## config.mk

```make
export PLATFORM = sky130hd
export DESIGN_NAME = spi_sample_tx
export DESIGN_NICKNAME = d
export VERILOG_FILES = /design/src/rtl/spi_pkg.sv /design/src/rtl/sync_edge.sv /design/src/rtl/spi_sample_tx.sv
export SDC_FILE = /design/constraint.sdc
export NUM_CORES = 1
export LEC_CHECK = 0
export BUFFER_PORTS_ARGS = -buffer_cell sky130_fd_sc_hd__buf_4
export CAP_MARGIN = 20
export CELL_PAD_IN_SITES_DETAIL_PLACEMENT = 1
export CELL_PAD_IN_SITES_GLOBAL_PLACEMENT = 2
export CORE_MARGIN = 3
export CORE_UTILIZATION = 34
export CTS_CLUSTER_SIZE = 20
export DETAILED_ROUTE_END_ITERATION = 7
export PLACE_DENSITY_LB_ADDON = 0.1
export SLEW_MARGIN = 5
export SYNTH_ARGS = -nofsm -noshare
export SYNTH_HDL_FRONTEND = slang
export SYNTH_SLANG_ARGS = --single-unit
export TNS_END_PERCENT = 30
```

## constraint.sdc

```tcl
create_clock -name clk -period 2.37 [get_ports clk]
set_input_delay 0.237 -clock clk [delete_from_list [all_inputs] [get_ports clk]]
set_output_delay 0.237 -clock clk [all_outputs]
set_load 0.01 [all_outputs]
```

## src/rtl/spi_pkg.sv

```systemverilog
// Shared types and constants for the SPI sample transmitter.
package spi_pkg;

    localparam int SAMPLE_W = 16;

    typedef enum logic [1:0] {
        IDLE,
        LOADED,
        SHIFT,
        DONE
    } spi_state_e;

endpackage

```

## src/rtl/sync_edge.sv

```systemverilog
// Multi-flop synchronizer for an asynchronous input with single-cycle rise/fall pulses.
module sync_edge #(
    parameter int   STAGES    = 2,
    parameter logic RESET_VAL = 1'b0
) (
    input  logic clk,
    input  logic reset,
    input  logic d,
    output logic rise,
    output logic fall
);

    logic [STAGES-1:0] chain;
    logic              prev;

    always_ff @(posedge clk or negedge reset) begin
        if (!reset) begin
            chain <= {STAGES{RESET_VAL}};
            prev  <= RESET_VAL;
        end else begin
            chain[0] <= d;
            for (int i = 1; i < STAGES; i++) begin
                chain[i] <= chain[i-1];
            end
            prev <= chain[STAGES-1];
        end
    end

    assign rise = chain[STAGES-1] & ~prev;
    assign fall = ~chain[STAGES-1] & prev;

endmodule

```

## src/rtl/spi_sample_tx.sv

```systemverilog
// SPI slave (mode 0) that streams the latest datapath sample to the MCU, MSB first.
// Define SPI_RX_EN to also capture the MCU's sdi word into rx_word/rx_valid.
//
// state  | meaning
// IDLE   | no sample loaded, waiting for tfr_ready or cs_n fall
// LOADED | sample held in shift register, waiting for cs_n fall
// SHIFT  | frame in progress, sdo driven from shift register MSB
// DONE   | all bits sent, waiting for cs_n rise
module spi_sample_tx
    import spi_pkg::*;
#(
    parameter int WIDTH       = SAMPLE_W,
    parameter int SYNC_STAGES = 2
) (
    input  logic             clk,
    input  logic             reset,
    input  logic             sck,
    input  logic             cs_n,
    input  logic             sdi,
    output logic             sdo,
    input  logic             tfr_ready,
    input  logic [WIDTH-1:0] sample_in,
    output logic             transmit,
    output logic             frame_done,
    output logic             underrun,
    output logic [WIDTH-1:0] rx_word,
    output logic             rx_valid
);

    localparam int                CNT_W    = $clog2(WIDTH + 1);
    localparam logic [CNT_W-1:0] LAST_BIT = CNT_W'(WIDTH - 1);

    spi_state_e       state;
    logic [WIDTH-1:0] shreg;
    logic [CNT_W-1:0] bitcnt;
    logic             sck_rise, sck_fall, cs_rise, cs_fall;
    logic             frame_start, shift_rise, last_rise;

    sync_edge #(.STAGES(SYNC_STAGES), .RESET_VAL(1'b0)) u_sync_sck (
        .clk   (clk),
        .reset (reset),
        .d     (sck),
        .rise  (sck_rise),
        .fall  (sck_fall)
    );

    sync_edge #(.STAGES(SYNC_STAGES), .RESET_VAL(1'b1)) u_sync_cs (
        .clk   (clk),
        .reset (reset),
        .d     (cs_n),
        .rise  (cs_rise),
        .fall  (cs_fall)
    );

    // An abort (cs_n rise) always wins over a coincident sck edge.
    assign frame_start = cs_fall && (state == IDLE || state == LOADED);
    assign shift_rise  = (state == SHIFT) && !cs_rise && sck_rise;
    assign last_rise   = shift_rise && (bitcnt == LAST_BIT);

    always_ff @(posedge clk or negedge reset) begin
        if (!reset) begin
            state      <= IDLE;
            shreg      <= '0;
            bitcnt     <= '0;
            sdo        <= 1'b0;
            transmit   <= 1'b0;
            frame_done <= 1'b0;
            underrun   <= 1'b0;
        end else begin
            frame_done <= 1'b0;
            underrun   <= 1'b0;
            case (state)
                IDLE, LOADED: begin
                    if (cs_fall) begin
                        state    <= SHIFT;
                        transmit <= 1'b1;
                        bitcnt   <= '0;
                        if (tfr_ready) begin
                            shreg <= sample_in;
                            sdo   <= sample_in[WIDTH-1];
                        end else if (state == LOADED) begin
                            sdo <= shreg[WIDTH-1];
                        end else begin
                            shreg    <= '0;
                            sdo      <= 1'b0;
                            underrun <= 1'b1;
                        end
                    end else if (tfr_ready) begin
                        shreg <= sample_in;
                        state <= LOADED;
                    end
                end
                SHIFT: begin
                    if (cs_rise) begin
                        state    <= IDLE;
                        transmit <= 1'b0;
                        shreg    <= '0;
                        sdo      <= 1'b0;
                        bitcnt   <= '0;
                    end else if (sck_rise) begin
                        bitcnt <= bitcnt + 1'b1;
                        if (bitcnt == LAST_BIT) begin
                            state      <= DONE;
                            frame_done <= 1'b1;
                            shreg      <= '0;
                            sdo        <= 1'b0;
                        end
                    end else if (sck_fall) begin
                        shreg <= shreg << 1;
                        sdo   <= shreg[WIDTH-2];
                    end
                end
                DONE: begin
                    if (cs_rise) begin
                        state    <= IDLE;
                        transmit <= 1'b0;
                        bitcnt   <= '0;
                    end
                end
                default: state <= IDLE;
            endcase
        end
    end

`ifdef SPI_RX_EN
    logic [SYNC_STAGES-1:0] sdi_chain;
    logic [WIDTH-1:0]       rx_shreg;
    logic                   sdi_s;

    always_ff @(posedge clk or negedge reset) begin
        if (!reset) begin
            sdi_chain <= '0;
        end else begin
            sdi_chain[0] <= sdi;
            for (int i = 1; i < SYNC_STAGES; i++) begin
                sdi_chain[i] <= sdi_chain[i-1];
            end
        end
    end

    assign sdi_s = sdi_chain[SYNC_STAGES-1];

    always_ff @(posedge clk or negedge reset) begin
        if (!reset) begin
            rx_shreg <= '0;
            rx_word  <= '0;
            rx_valid <= 1'b0;
        end else begin
            rx_valid <= 1'b0;
            if (frame_start) begin
                rx_shreg <= '0;
            end else if (shift_rise) begin
                rx_shreg <= {rx_shreg[WIDTH-2:0], sdi_s};
                if (last_rise) begin
                    rx_word  <= {rx_shreg[WIDTH-2:0], sdi_s};
                    rx_valid <= 1'b1;
                end
            end
        end
    end
`else
    logic unused_rx;
    assign unused_rx = sdi ^ frame_start ^ last_rise;
    assign rx_word   = '0;
    assign rx_valid  = 1'b0;
`endif

endmodule

```

Yosys cells after proc, flatten, opt, wreduce, memory -nomap -nowiden
Index checks and enable logic that the tools add are counted.
Operators by class
  add/sub/neg operators: 1
  equality and inequality tests: 13
  multiplexer cells: 40
  bitwise logic cells: 8
  reductions and logical operators: 9
Operators by type and width (count)
  $mux W16: 8
  $pmux W16 S2: 1
  $mux W5: 4
  $mux W1: 17
  $pmux W5 S3: 1
  $mux W2: 6
  $ne A3 B3 Y1 const B: 3
  $reduce_and A4 Y1: 2
  $pmux W2 S3: 1
  $add A5 B1 Y5 const B: 1
  $eq A5 B4 Y1 const B: 1
  $reduce_and A5 Y1: 1
  $and A1 B1 Y1: 4
  $eq A2 B2 Y1 const B: 2
  $ne A2 B2 Y1 const B: 2
  $ne A4 B3 Y1 const B: 1
  $ne A4 B4 Y1 const B: 1
  $not A1 Y1: 4
  $pmux W1 S2: 2
  $reduce_or A2 Y1: 2
  $ne A3 B2 Y1 const B: 1
  $reduce_and A3 Y1: 1
  $eq A2 B1 Y1 const B: 1
  $logic_not A2 Y1: 1
  3 further kinds: 3
Storage, ports and cells
  register bits: 33
  input port bits: 22
  output and inout port bits: 21
  word-level logic and storage cells: 82

Logic depth before layout (Yosys ltp)
Gate-level depths: netlist (run 1).
  depth in word-level cells: 6
  mapped depth: 8
  depth with buffers taken out: 7

By module
From an unflattened synthesis (run 1), not the netlist that was laid out.
Second synthesis, totals
  cell total of the unflattened synthesis: 159
  area total of the unflattened synthesis: 1735.4 µm²
By module, submodules not included
  spi_sample_tx: times used 1, cells an instance 149, area each 1551.5 µm², seq. area each 675.6 µm²
  sync_edge at u_sync_cs: times used 1, cells an instance 5, area each 93.8 µm², seq. area each 78.8 µm²
  sync_edge at u_sync_sck: times used 1, cells an instance 5, area each 90.1 µm², seq. area each 75.1 µm²

Least setup slack after synthesis (run 1)
OpenSTA, ideal clock, no wires.
  path type: register to register
  start: register bitcnt[0]
  end: register shreg[10]
  library setup time: 0.125 ns
  arrival: 1.882 ns
  required time: 2.245 ns
  slack: 0.363 ns
  stages on the path, launching flop included: 9
  path buffers: 1
  clock period less this slack: 2.007 ns
  cells stage by stage: dfrtp_1 > ha_1 > and3_1 > ha_1 > and2b_1 > o211ai_4 > o211ai_4 > buf_12 > mux2_4
On the way
  cells in the longest elaborated chain, start to end: 3
RTL lines
  start, declared: line spi_sample_tx.sv:35  | logic [CNT_W-1:0] bitcnt;
  start signal, assigned: line spi_sample_tx.sv:101  | bitcnt <= bitcnt + 1'b1;
  $eq A5 B4 Y1: line spi_sample_tx.sv:102  | if (bitcnt == LAST_BIT) begin
  $ne A4 B3 Y1 (no source line)
  $reduce_and A5 Y1 (no source line)
  end signal, assigned: line spi_sample_tx.sv:79  | shreg <= sample_in;
  end signal, assigned: line spi_sample_tx.sv:89  | shreg <= sample_in;
  end signal, assigned: line spi_sample_tx.sv:109  | shreg <= shreg << 1;
  end, declared: line spi_sample_tx.sv:34  | logic [WIDTH-1:0] shreg;
No other way between the ends.
A chain may end at the register's enable or synchronous reset.

Worst setup path in the final report (run 1)
  start: register bitcnt[0]
  end: register shreg[13]
Same word-level chain as after synthesis.

==> flow_summary.rst, run 1 <==
.. list-table::
   :header-rows: 1

   * - Metric
     - Value
   * - HPWL after DPL
     - 2530 µm
   * - Total number of H-tree levels
     - 2
   * - Overall die area
     - roughly 6200 µm²
   * - Sequential cell area
     - approximately 830 µm²
   * - Wire length of the first global-routing pass
     - between 6000 and 7000 µm
   * - Count of final max-slew check failures
     - 0
   * - Type of the worst setup path
     - reg -> reg
   * - Required time of the critical path
     - 2.54 ns
   * - Kind of start point of the critical path
     - register
   * - Final setup viols
     - 0
   * - Total negative slack
     - 0 ns
   * - Startpoint of the most critical setup path
     - bitcnt[0]
   * - Number of nets in the layout
     - between 200 and 250
   * - Setup WS post-layout
     - between 0.1 and 0.15 ns
   * - Detailed-route vias per instance
     - ~4.9
   * - Placed cell count
     - 238
   * - Max frequency
     - 450 MHz
   * - Drt first-iter violations
     - 50
   * - Iteration count of the initial detailed-routing pass
     - 4
   * - Fraction of the yosys area taken by sequential cells
     - between 40% and 50%
   * - Endpoint kind of the worst setup timing path
     - register
   * - Number of distinct library cells after synthesis
     - 38
   * - Netlist area before placement
     - 1800 µm²
   * - Post-route ant nets
     - 0
   * - YS warnings
     - 0
   * - Run status
     - finished, final reports clean
   * - Worst path arrival time
     - between 2 and 2.5 ns
   * - Measured slew at the worst slew-check pin
     - 0.701 ns
   * - Unrepaired setup endpoints after global routing
     - no
   * - Setup slack at placement
     - around 0.14 ns
   * - Placer Congestion
     - just under 0.8
   * - Initial Utilization
     - between 30% and 40%
   * - Maximum fanout encountered on the critical timing path
     - 16
   * - Cell row count
     - 25
   * - Number of cells produced by synthesis
     - between 150 and 200
   * - Leakage power
     - between 0.9 and 1 nW
   * - Setup clock skew after layout
     - ~0.0043 ns
   * - Number of buffers created by CTS
     - 5
   * - Final standard cell count with taps included and fillers excluded
     - 247
   * - Diodes inserted
     - 0
   * - IO Port Bufs
     - 24
   * - GR Util All Layers
     - between 10% and 20%
   * - Horizontal die dimension
     - 78.8 µm
   * - Overall overflow remaining after global route
     - 0
   * - Filler Cell Count
     - ~560
   * - Post-CTS setup-driven buffer insertion count
     - 0
   * - Standard cell core area
     - 4910 µm²
   * - Fraction of registers with async set/reset
     - between 90% and 100%
   * - # IOs
     - 43
   * - Peak VDD IR
     - roughly 340 µV
   * - Most frequent standard cell in the layout excluding fill and tap cells
     - sky130_fd_sc_hd__dfrtp_1
   * - Max-cap violations
     - 0
   * - Via count of the first global-routing pass
     - ~1,300
   * - GR Layer Usage met1
     - approximately 17%
   * - Register bit total from synthesis
     - 33
   * - Period utilization
     - between 90% and 100%
   * - Routing layer with the top usage in global route
     - met2
   * - Overall die height
     - between 70 and 80 µm
   * - Hold Violations, Final
     - 0
   * - Ratio of cells with drive above 1 in the final layout
     - roughly 31%
   * - Worst min-delay path class
     - in -> reg
   * - TritonCTS clock tree
     - done
   * - Number of vias after detailed routing
     - around 1,200
   * - Source-to-sink clock delay at the later pin of the worst-skew pair
     - 0.28 ns
   * - Global Route met2 Usage
     - about a fifth
   * - Average wire per standard cell
     - approximately 15 µm
   * - Routing usage on met3
     - roughly 4.1%
   * - Dominant register cell in the synthesized netlist
     - sky130_fd_sc_hd__dfrtp_1
   * - Post-CTS clock slew at the launch and capture registers of the worst setup and hold paths
     - approximately 0.070 ns
   * - Number of remaining DRC errors
     - 0
   * - Power density over cell area
     - slightly above 800 nW/µm²
   * - Worst-case headroom to the max-slew limit
     - 53.1%
   * - Count of clock tree sinks
     - 33
   * - Clock root buffer
     - sky130_fd_sc_hd__clkbuf_8
   * - Final Routed Wirelength
     - 3600 µm
   * - Initial antenna violation count
     - 0
   * - Mean post-synth cell area
     - 11.8 µm²
   * - Launch point of the worst hold path
     - sck
   * - Number of flops mapped to enable cells by yosys
     - 0
   * - Maximum number of pins on one net before global-route repair
     - 34
   * - Launching point of the worst reg2reg path
     - bitcnt[0]
   * - Most frequent cells in the layout
     - 30 x sky130_fd_sc_hd__dfrtp_1, 24 x sky130_fd_sc_hd__buf_4, 17 x sky130_fd_sc_hd__conb_1
   * - Buffer depth of the longest clock path
     - 2
   * - Area occupied by multi-input gates
     - 816 µm²
   * - Synth-to-layout area growth
     - 12.9%
   * - Time the final worst path needs with I/O delays and setup
     - between 2 and 2.5 ns
## path summary, 6_finish.rpt
kind / end / slack (ns) / cells past startpoint
hold reg to reg: u_sync_sck.chain[1] / 0.35 / 0
max in group asynchronous: u_sync_cs.chain[1] / 1.59 / 2
min in group asynchronous: bitcnt[3] / 0.43 / 2
setup / recovery: shreg[13] / 0.15 / 7
hold / removal: u_sync_sck.chain[0] / 0.06 / 1
setup reg to reg: shreg[13] / 0.15 / 7
## report_power, final
part	switching, mW	internal [mW]	total [mW]	leakage [nW]
sequential	0.0976	0.707	0.805	0.408
clock	0.205	0.237	0.441	0.0455
combinational	0.191	0.254	0.445	0.493
total	0.493	1.20	1.69	0.947
## logic make-up (layout without fill, tap and decap cells)
family	count (synthesis)	in the layout	synth area share, %
buf+inv	29	40	12.1
simple gates	36	36	12.1
other cells	1	17	0.208
flops	33	33	46.0
mux	17	17	12.4
compound gates	34	34	15.2
fa+ha+maj	3	3	2.08
## Yosys cell counts, drive strengths merged, types with 4 or more instances
cell,instances,area (µm²)
dfrtp,30,751
buf,21,178
mux2,15,203
a22o,14,123
o21ai,8,40.0
inv,7,26.3
nand2,7,26.3
nor2,5,21.3
o211ai,5,65.1
nand2b,4,25.0
nor3,4,31.3
## critical path, stage by stage, from the launching register on
cell                       delay (ns)
sky130_fd_sc_hd__dfrtp_1         0.41
sky130_fd_sc_hd__ha_1            0.23
sky130_fd_sc_hd__and3_1          0.19
sky130_fd_sc_hd__ha_1            0.20
sky130_fd_sc_hd__and2b_1         0.24
sky130_fd_sc_hd__o211ai_4        0.10
sky130_fd_sc_hd__o211ai_4        0.32
sky130_fd_sc_hd__mux2_2          0.41
## through the flow
stage | area [µm²] | util (%) | power (mW) | hold slack (ns)
after global routing | 2040 | 41.5 | 1.82 | 0.0479
final | 2040 | 41.5 | 1.69 | 0.0574
after CTS | 2040 | 41.5 | 1.72 | 0.0473
after floorplan | 1860 | - | 1.18 | -0.0586
after detailed placement | 1940 | 39.4 | 1.26 | 0.212
after global placement | 1940 | 39.4 | 1.25 | 0.214
## sequential cells by signal, indices dropped and copies added (netlist names)
| name | cells |
|---|---|
| transmit | 1 |
| underrun | 1 |
| shreg | 16 |
| u_sync_sck.prev | 1 |
| state | 2 |
| u_sync_sck.chain | 2 |
| frame_done | 1 |
| sdo | 1 |
| u_sync_cs.chain | 2 |
| bitcnt | 5 |
| u_sync_cs.prev | 1 |
## final cells by class
class | instances | area share (%)
tap | 67 | 4.12
timing repair buffer | 25 | 9.34
sequential | 33 | 40.7
inverter | 7 | 1.29
clock buffer | 8 | 4.43
multi-input combinational | 107 | 40.1
## per-layer routing
layer  vias to the layer above  wire length [µm]  share of wire [%]
li1                        570                 -                  -
met3                         6               234                6.5
met2                        40              1700                 47
met5                         -                 0                  0
met1                       585              1630                 45
met4                         0                33               0.92
## timing repair
action	in CTS	in global routing
endpoints found under the hold margin	30	0
gates resized for setup	0	0
hold buffers	1	0
(Power assumes the default switching activity.)
==> inputs of run 2 (changes only) <==
clock period = 2.53 ns   (was 2.37 ns; I/O delays follow)
==> run 2 against run 1 <==
- utilization rose by 0.23 points
- count of clock-buffer cells in the layout shrank 1
- die area unchanged
- register-to-register slack improved by 0.17 ns
- critical path type unchanged
- critical endpoint unchanged
==> flow_summary.rst, run 2 (same netlist as run 1, synthesis figures left out) <==
.. list-table::
   :header-rows: 1

   * - Metric
     - Value
   * - Number of remaining DRC errors
     - 0 (unchanged)
   * - Initial antenna violation count
     - 0 (unchanged)
   * - Placement-stage cell area
     - 1940 µm² (unchanged)
   * - Kind of start point of the critical path
     - register (unchanged)
   * - Overall die area
     - 6210 µm² (unchanged)
   * - Power density over cell area
     - 788 nW/µm² (was 831 nW/µm²)
   * - Leakage power
     - 0.956 nW (was 0.947 nW)
   * - Net Switching
     - 467 µW (was 493 µW)
   * - Crit path to
     - shreg[13] (unchanged)
   * - Number of flip-flops under the largest register name
     - 16 (unchanged)
   * - Source-to-sink clock delay at the later pin of the worst-skew pair
     - 0.29 ns (was 0.28 ns)
   * - Cell row count
     - 25 (unchanged)
   * - Post-route ant nets
     - 0 (unchanged)
   * - Via count of the first global-routing pass
     - 1,266 (was 1,324)
   * - Unrepaired setup endpoints after global routing
     - no (unchanged)
   * - Seq pwr share
     - 46.9% (was 47.6%)
   * - Setup clock skew after layout
     - 0.00748 ns (was 0.00433 ns)
   * - Buffer depth of the longest clock path
     - 2 (unchanged)
   * - Total negative slack
     - 0 ns (unchanged)
   * - Cells on worst reg2reg path
     - 7 (unchanged)
   * - Share of total power consumed by net switching
     - 28.9% (was 29.2%)
   * - Number of vias after detailed routing
     - 1,196 (was 1,201)
   * - Placer Congestion
     - 0.784 (was 0.788)
   * - Number of hold-repair buffers added at the cts stage
     - 1 (unchanged)
   * - Final Routed Wirelength
     - 3590 µm (was 3600 µm)
   * - Design Area, Final
     - 2050 µm² (was 2040 µm²)
   * - Endpoint kind of the worst setup timing path
     - register (unchanged)
   * - Wire length of the first global-routing pass
     - 6150 µm (was 6380 µm)
   * - IO Port Bufs
     - 24 (unchanged)
   * - Maximum fanout encountered on the critical timing path
     - 16 (unchanged)
   * - Clock root buffer
     - sky130_fd_sc_hd__clkbuf_8 (unchanged)
   * - Combinational cell fraction of total power
     - 25.7% (was 26.3%)
   * - Post-CTS clock slew at the launch and capture registers of the worst setup and hold paths
     - 0.07 ns (about the same)
   * - Average wire per standard cell
     - 14.5 µm (was 14.6 µm)
   * - Terminus of the critical flop-to-flop path
     - shreg[13] (unchanged)
   * - Count of final max-slew check failures
     - 0 (unchanged)
   * - Setup slack of the worst register-to-register path
     - 0.31 ns (was 0.15 ns)
   * - Most frequent cells in the layout
     - 30 x sky130_fd_sc_hd__dfrtp_1, 24 x sky130_fd_sc_hd__buf_4, 17 x sky130_fd_sc_hd__conb_1 (unchanged)
   * - Detailed-route vias per instance
     - 4.84 (was 4.86)
   * - Number of nets in the layout
     - 204 (unchanged)
   * - TritonCTS clock tree
     - done (unchanged)
   * - Cell Chain, Critical Path
     - ha_1 > and3_1 > ha_1 > and2b_1 > o211ai_4 > o211ai_4 > mux2_2 (unchanged)
   * - Drt first-iter violations
     - 27 (was 50)
   * - Measured slew at the worst slew-check pin
     - 0.683 ns (was 0.701 ns)
   * - Clock group share of total power
     - 27.4% (was 26.1%)
   * - Register with the most flip-flops
     - shreg (unchanged)
   * - Required time of the critical path
     - 2.71 ns (was 2.54 ns)
   * - Largest registers
     - shreg: 16 flops, bitcnt: 5 flops (unchanged)
   * - Stage delay of the slowest cell on the critical path
     - 0.41 ns (about the same)
   * - Worst path arrival time
     - 2.40 ns (was 2.39 ns)
   * - Internal Pwr Total
     - 1.15 mW (was 1.20 mW)
   * - Standard cell core area
     - 4910 µm² (unchanged)
   * - Type of the worst setup path
     - reg -> reg (unchanged)
   * - Synth-to-layout area growth
     - 13.5% (was 12.9%)
   * - Peak VDD IR
     - 349 µV (was 345 µV)
   * - Launching point of the worst reg2reg path
     - bitcnt[0] (unchanged)
   * - Iteration count of the initial detailed-routing pass
     - 5 (was 4)
   * - GR Util All Layers
     - 12.8% (was 13.2%)
   * - Setup slack at placement
     - 0.284 ns (was 0.136 ns)
   * - # IOs
     - 43 (unchanged)
   * - Max frequency
     - 451 MHz (was 450 MHz)
   * - Max-cap violations
     - 0 (unchanged)
   * - Ratio of cells with drive above 1 in the final layout
     - 32.2% (was 31.1%)
   * - Period utilization
     - 87.7% (was 93.9%)
   * - Overall die height
     - 78.8 µm (unchanged)
   * - Time the final worst path needs with I/O delays and setup
     - 2.22 ns (about the same)
   * - Post-CTS setup-driven buffer insertion count
     - 0 (unchanged)
   * - Worst-path cell with the longest stage delay
     - sky130_fd_sc_hd__dfrtp_1 (unchanged)
   * - Horizontal die dimension
     - 78.8 µm (unchanged)
   * - Count of clock tree sinks
     - 33 (unchanged)
   * - Worst-case headroom to the max-slew limit
     - 54.3% (was 53.1%)
   * - Worst min-delay path class
     - in -> reg (unchanged)
   * - Diodes inserted
     - 0 (unchanged)
   * - Initial Utilization
     - 36.7% (unchanged)
   * - HPWL after DPL
     - 2580 µm (was 2530 µm)
   * - Final setup viols
     - 0 (unchanged)
   * - Hold Violations, Final
     - 0 (unchanged)
   * - Total number of H-tree levels
     - 2 (unchanged)
   * - Startpoint of the most critical setup path
     - bitcnt[0] (unchanged)
   * - Maximum number of pins on one net before global-route repair
     - 34 (unchanged)
   * - Overall overflow remaining after global route
     - 0 (unchanged)
   * - Setup WS post-layout
     - 0.311 ns (was 0.145 ns)
   * - Number of instances resized during post-cts repair
     - 0 (unchanged)
   * - Most frequent standard cell in the layout excluding fill and tap cells
     - sky130_fd_sc_hd__dfrtp_1 (unchanged)
   * - Run status
     - finished, final reports clean (unchanged)
   * - Number of buffers created by CTS
     - 5 (unchanged)
[run 2: critical path: cells and delay by family (launching register included)]
family | cells | cell delay (ns)
DFF | 1 | 0.41
muxes | 1 | 0.41
AOI/OAI and AO/OA | 2 | 0.41
adders and majority gates | 2 | 0.43
and+or+nand+nor | 2 | 0.43
[run 2: power groups by stage]
stage | Combinational, mW | Sequential, mW | Clock [mW]
floorplan | 0.378 | 0.730 | 0
global placement | 0.410 | 0.758 | 0
CTS | 0.424 | 0.758 | 0.454
finish | 0.415 | 0.756 | 0.442
detailed placement | 0.422 | 0.764 | 0
global route | 0.462 | 0.772 | 0.486
[run 2: final cells by class]
type / instances / area (µm²)
fill: 547 / 2860
sequential: 33 / 830
multi-input combinational: 107 / 816
timing repair buffer: 25 / 190
clock buffer: 7 / 96.3
tap: 67 / 83.8
inverter: 7 / 26.3
clock inverter: 1 / 5.00
[run 2: worst min-delay path by stage]
stage                     startpoint             endpoint  slack [ns]  cells after the start
after floorplan                reset            bitcnt[0]       -0.04                      0
after global placement         reset           frame_done        0.23                      1
after detailed placement       reset           frame_done        0.23                      1
after CTS                        sck  u_sync_sck.chain[0]        0.06                      1
after global routing            cs_n   u_sync_cs.chain[0]        0.05                      1
final                            sck  u_sync_sck.chain[0]        0.07                      1
[run 2: stage by stage]
step           power, mW  utilization [%]  cells  hold WS, ns
3_3_place_gp        1.17             39.4    238        0.227
6_report            1.61             41.7    247       0.0716
4_1_cts             1.64             41.7    247       0.0638
5_1_grt             1.72             41.7    247       0.0523
3_5_place_dp        1.19             39.4    238        0.230
2_1_floorplan       1.11                -    169      -0.0426
[run 2: routing by layer]
metal  GRT usage [%]  part of all wire [%]
met1            16.6                    45
met4            4.12                   1.3
met5               0                     0
met3            4.99                   6.7
met2            19.9                    47
